File: src/rtl/mac_array_stream.sv
`default_nettype none
// ============================================================================
// mac_array_stream : C-channel signed streaming MAC with grouped accumulation,
// saturate/wrap selection, sticky overflow and full-pipeline backpressure.
// Revision: 1.0
// ============================================================================
module mac_array_stream #(
    parameter int C  = 4,
    parameter int WX = 8,
    parameter int WK = 8,
    parameter int WY = 32,
    parameter int LM = 2
) (
    input  logic            clk,
    input  logic            rst,
    input  logic            s_valid,
    output logic            s_ready,
    input  logic            s_first,
    input  logic            s_last,
    input  logic [C*WX-1:0] s_x,
    input  logic [C*WK-1:0] s_k,
    input  logic            sat_en,
    output logic            m_valid,
    input  logic            m_ready,
    output logic [C*WY-1:0] m_y,
    output logic [C-1:0]    m_ovf
);

    localparam int WP = WX + WK;
    localparam logic [WY-1:0] MAXV = {1'b0, {(WY-1){1'b1}}};
    localparam logic [WY-1:0] MINV = {1'b1, {(WY-1){1'b0}}};

    logic            en;
    logic [C*WP-1:0] prod_d;
    logic [C*WP-1:0] prod_q [LM];
    logic [LM-1:0]   pv_q, pf_q, pl_q, ps_q;

    logic [C*WY-1:0] acc_q, acc_d;
    logic [C-1:0]    ovf_q, ovf_d;
    logic            after_last_q;
    logic            done_q;

    logic            m_valid_q;
    logic [C*WY-1:0] m_y_q;
    logic [C-1:0]    m_ovf_q;

    logic            t_valid, t_first, t_last, t_sat, seed;

    assign en      = !m_valid_q || m_ready;
    assign s_ready = en && !rst;

    assign t_valid = pv_q[LM-1];
    assign t_first = pf_q[LM-1];
    assign t_last  = pl_q[LM-1];
    assign t_sat   = ps_q[LM-1];
    // Restart from zero on an explicit first beat or after a finished group / reset.
    assign seed    = t_first || after_last_q;

    for (genvar i = 0; i < C; i++) begin : g_ch
        logic signed [WP-1:0] prod_tail;
        logic signed [WY:0]   base;
        logic signed [WY:0]   sum;
        logic                 ovf_now;

        assign prod_d[i*WP +: WP] = $signed(s_x[i*WX +: WX]) * $signed(s_k[i*WK +: WK]);
        assign prod_tail = $signed(prod_q[LM-1][i*WP +: WP]);
        assign base      = seed ? '0 : $signed({acc_q[i*WY+WY-1], acc_q[i*WY +: WY]});
        assign sum       = base + prod_tail;
        assign ovf_now   = sum[WY] ^ sum[WY-1];
        assign acc_d[i*WY +: WY] = (ovf_now && t_sat) ? (sum[WY] ? MINV : MAXV) : sum[WY-1:0];
        assign ovf_d[i]  = (!seed && ovf_q[i]) || ovf_now;
    end

    always_ff @(posedge clk) begin
        if (rst) begin
            pv_q <= '0;
        end else if (en) begin
            pv_q[0] <= s_valid;
            for (int j = 1; j < LM; j++) pv_q[j] <= pv_q[j-1];
        end
    end

    // Payload needs no reset: it is only consumed alongside its valid bit.
    always_ff @(posedge clk) begin
        if (en) begin
            prod_q[0] <= prod_d;
            pf_q[0]   <= s_first;
            pl_q[0]   <= s_last;
            ps_q[0]   <= sat_en;
            for (int j = 1; j < LM; j++) begin
                prod_q[j] <= prod_q[j-1];
                pf_q[j]   <= pf_q[j-1];
                pl_q[j]   <= pl_q[j-1];
                ps_q[j]   <= ps_q[j-1];
            end
        end
    end

    always_ff @(posedge clk) begin
        if (rst) begin
            acc_q        <= '0;
            ovf_q        <= '0;
            after_last_q <= 1'b1;
            done_q       <= 1'b0;
        end else if (en) begin
            done_q <= t_valid && t_last;
            if (t_valid) begin
                acc_q        <= acc_d;
                ovf_q        <= ovf_d;
                after_last_q <= t_last;
            end
        end
    end

    always_ff @(posedge clk) begin
        if (rst) begin
            m_valid_q <= 1'b0;
            m_y_q     <= '0;
            m_ovf_q   <= '0;
        end else if (en) begin
            m_valid_q <= done_q;
            if (done_q) begin
                m_y_q   <= acc_q;
                m_ovf_q <= ovf_q;
            end
        end
    end

    assign m_valid = m_valid_q;
    assign m_y     = m_y_q;
    assign m_ovf   = m_ovf_q;

endmodule
`default_nettype wire
File: config.mk
export PLATFORM = sky130hd
export DESIGN_NAME = mac_array_stream
export DESIGN_NICKNAME = d
export VERILOG_FILES = /design/src/rtl/mac_array_stream.sv
export SDC_FILE = /design/constraint.sdc
export NUM_CORES = 2
export LEC_CHECK = 0
export CORE_ASPECT_RATIO = 1.5
export CORE_MARGIN = 8
export CORE_UTILIZATION = 40
export DETAILED_ROUTE_END_ITERATION = 16
export PLACE_DENSITY = 0.67
export SYNTH_ARGS = -nofsm -noshare
export SYNTH_HDL_FRONTEND = slang
export SYNTH_SLANG_ARGS = --single-unit
File: constraint.sdc
create_clock -name clk -period 7.9 [get_ports clk]
set_input_delay 0.79 -clock clk [delete_from_list [all_inputs] [get_ports clk]]
set_output_delay 0.79 -clock clk [all_outputs]
set_load 0.02 [all_outputs]
==> metrics.csv <==
stage,metric,value,unit
setup_path,crit_family,simple AND/OR/NAND/NOR gates,
layout,drive_above_1_share,3.414,%
floorplan,die_h,355.6,um
floorplan,num_rows,124,
clock_network,cts_setup_buffers,0,
power_and_ir_drop,power.density,249.1,nW/um2
synth,synth_edf_count,134,
synth,synth_top_cell_by_area,dfxtp_1,
setup_path,crit_path_cell_trace,"nor2_4, buf_4, and2_1, ha_1, and3_1, nand3_1, o211ai_1, o21bai_1, a21oi_1, o31ai_1, xnor2_1, nand2_1, a21oi_1, nor3_1",
clock_network,cts_tree,done,
setup_path,crit_path_start_kind,register,
sta,rsz0062_at_grt,false,
sta,maxSlewHeadroom,20.73,%
clock_network,cts_buffers,43,
setup_path,cp_slowest_cell,nand2_1,
clock_network,clock_latency,590,ps
synth,synth_compound_area_share,15.30,%
layout,area_delta_synth_final,14.46,%
hold_path,hold_depth,0,
synth,syn_avg_cell_area,8.804,um2
layout,fin_area,35200,um2
detailed_routing,antenna_left,0,
synth,seq_area_frac_synth,30.60,%
synth,netlist_area,30750,um2
synth,synth_xor_area_share,4.984,%
sta,slew_viol_final,0,
grt,first_global_vias,24038,
synth,synth_cell_type_count,76,
floorplan,die_w,242.4,um
status,status,"finished, final reports clean",
grt,antenna_found_initial,0,
placed_design,hpwlAfterDp,55470,um
detailed_routing,dr.pass1.iters,5,
grt,grt_pass1_wl,120800,um
synth,postSynth.asyncResetShare,0,%
layout,diodes,0,
detailed_routing,drt-initial-drc-count,1105,
floorplan,die_area,86190,um2
setup_path,critPathKind,register to register,
setup_path,worstSetupPathDepth,14,
detailed_routing,avgRoutedWirePerCell,15.71,um
synth,synth-seq-cells,403,
clock_network,cts_hold_buf,0,
clock_network,cts_root_buffer,clkbuf_16,
setup_path,crit_buf_inv,1,
synth,synth_fa_ha_area_share,24.51,%
synth,muxShareOfSynthArea,0.3011,%
sta,fin_crit_sh,67.27,%
sta,fin_crit,5314,ps
layout,final_cells,4669,
synth,yosysMostFrequentCell,nand2_1,
clock_network,cts_resized,0,
detailed_routing,routed_wl,73340,um
detailed_routing,via_count,23771,
setup_path,crit_arrival,5750,ps
floorplan,initial_core_util,40.37,%
clock_network,clk_pin_slew,60,ps
grt,grt_overflow,0,
synth,synth_common_cells,"nand2_1 (464), a21oi_1 (364), inv_1 (360), and2_1 (309), dfxtp_1 (269)",
setup_path,worst-endpoint-required,8340,ps
sta,worstMarginPinSlew,1186,ps
synth,synth_fp_nets,4032,
placed_design,port_buffers,204,
placed_design,place_inst,4591,
placed_design,dpl_cell_area,33740,um2
clock_network,cts_max_path_buffers,3,
detailed_routing,routed_via_density,5.091,
synth,synthSimpleGateAreaFrac,18.24,%
grt,grtUsageTotal,16.66,%
hold_path,worstHoldPathType,register to register,
setup_path,critPathMaxStageDelay,780,ps
sta,tns,0,ps
synth,synth_area_leaders,"dfxtp_1 (18%), fa_1 (15%), edfxtp_1 (13%), ha_1 (9.9%), and2_1 (6.3%)",
synth,synth_top_family_by_area,adder cells,
synth,synth_top_area_share,17.51,%
setup_path,cp_max_fo,52,
setup_path,worstSetupEndpointType,register,
synth,yosys_most_used_dff,dfxtp_1,
sta,hold_slack,408.1,ps
clock_network,cts-htree-levels,2,
clock_network,cts.sinks,403,
setup_path,worstRegToRegCells,14,
floorplan,core_area,76180,um2
synth,yosys_warnings,0,
floorplan,io_pins,205,
setup_path,cp_common_cell,a21oi_1,
job,drv_cap,0,
synth,synth_cells,3493,
sta,hold_viol,0,
power_and_ir_drop,power.leakage,15.07,nW
grt,grt_max_degree,90,
sta,skew,28.07,ps
layout,finalNetCount,4167,
detailed_routing,route.detailed.drc,0,
sta,setup_viol,0,
sta,fmax,0.1882,GHz
placed_design,place.gp.congestion,0.8947,
power_and_ir_drop,peakVddDrop,0.1698,mV
setup_path,rrSetupSlack,2590,ps
## worst reg2reg max path, cell delays in order, from the launching register on
cell	delay, ps
edfxtp_1	430
nor2_4	650
buf_4	560
and2_1	230
ha_1	220
and3_1	240
nand3_1	140
o211ai_1	190
o21bai_1	130
a21oi_1	120
o31ai_1	700
xnor2_1	280
nand2_1	780
a21oi_1	410
nor3_1	90
## path summary, 6_finish.rpt
kind              endpoint    startpoint
min reg2reg  prod_q[0][67]  prod_q[0][3]
max reg2reg      acc_q[41]       pf_q[1]
max              acc_q[41]       pf_q[1]
min          prod_q[0][67]  prod_q[0][3]
## sequential cells by signal, indices dropped and copies added (netlist names)
signal / cells
after_last_q: 1
acc_q: 128
pf_q: 2
m_valid: 1
m_ovf: 4
done_q: 1
prod_q: 128
pv_q: 2
ps_q: 2
m_y: 128
pl_q: 2
ovf_q: 4
## per-stage QoR
| stage | utilization (%) | setup slack [ps] | power, mW |
|---|---|---|---|
| 3_5_place_dp | 44.30 | 2207 | 6.758 |
| 6_report | 46.21 | 2586 | 8.768 |
| 5_1_grt | 46.21 | 2029 | 9.542 |
| 2_1_floorplan | - | 2808 | 5.955 |
| 4_1_cts | 46.21 | 2491 | 8.891 |
| 3_3_place_gp | 44.30 | 2277 | 6.694 |
## placed cells by master (no fill, tap or decap), types with 47 or more instances in the layout
cell type,n
a21oi_1,364
clkdlybuf4s50_1,203
inv_1,359
dfxtp_1,269
nor2_1,179
edfxtp_1,134
fa_1,224
clkbuf_16,47
xnor2_1,132
a21o_1,52
and2_1,307
o21ai_0,129
nand2_1,463
ha_1,244
nor3_1,82
## final cells by class
cell class                 count  area (um2)
inverter                     360        1356
tap                         1008        1261
clock inverter                17       175.2
sequential                   403        9409
fill                        7394       40980
clock buffer                  61        1280
timing repair buffer         222        2181
multi-input combinational   2598       19540
## logic make-up (layout without fill, tap and decap cells)
| family | count (synthesis) | count (layout) |
|---|---|---|
| buffers and inverters | 492 | 660 |
| adders and majority gates | 468 | 468 |
| xor gates and xnor gates | 175 | 175 |
| muxes | 7 | 7 |
| AOI/OAI and AO/OA | 774 | 774 |
| DFF | 403 | 403 |
| and+or+nand+nor | 1174 | 1174 |
## metal layers
| layer | global-route usage, % | vias up | routed length, um |
|---|---|---|---|
| met2 | 30.64 | 396 | 37170 |
| met4 | 5.122 | 0 | 2064 |
| met5 | 0 | - | 0 |
| met3 | 2.340 | 120 | 2660 |
| li1 | - | 11926 | - |
| met1 | 19.86 | 11329 | 31450 |
## report_power, final
part           internal, mW  total, mW  leakage, nW  switching, mW
combinational          1.72       3.84         10.7           2.11
sequential             2.68       2.86         3.61          0.178
clock                  1.21       2.08        0.712          0.869
No activity file was read; power rests on OpenSTA's default activity.
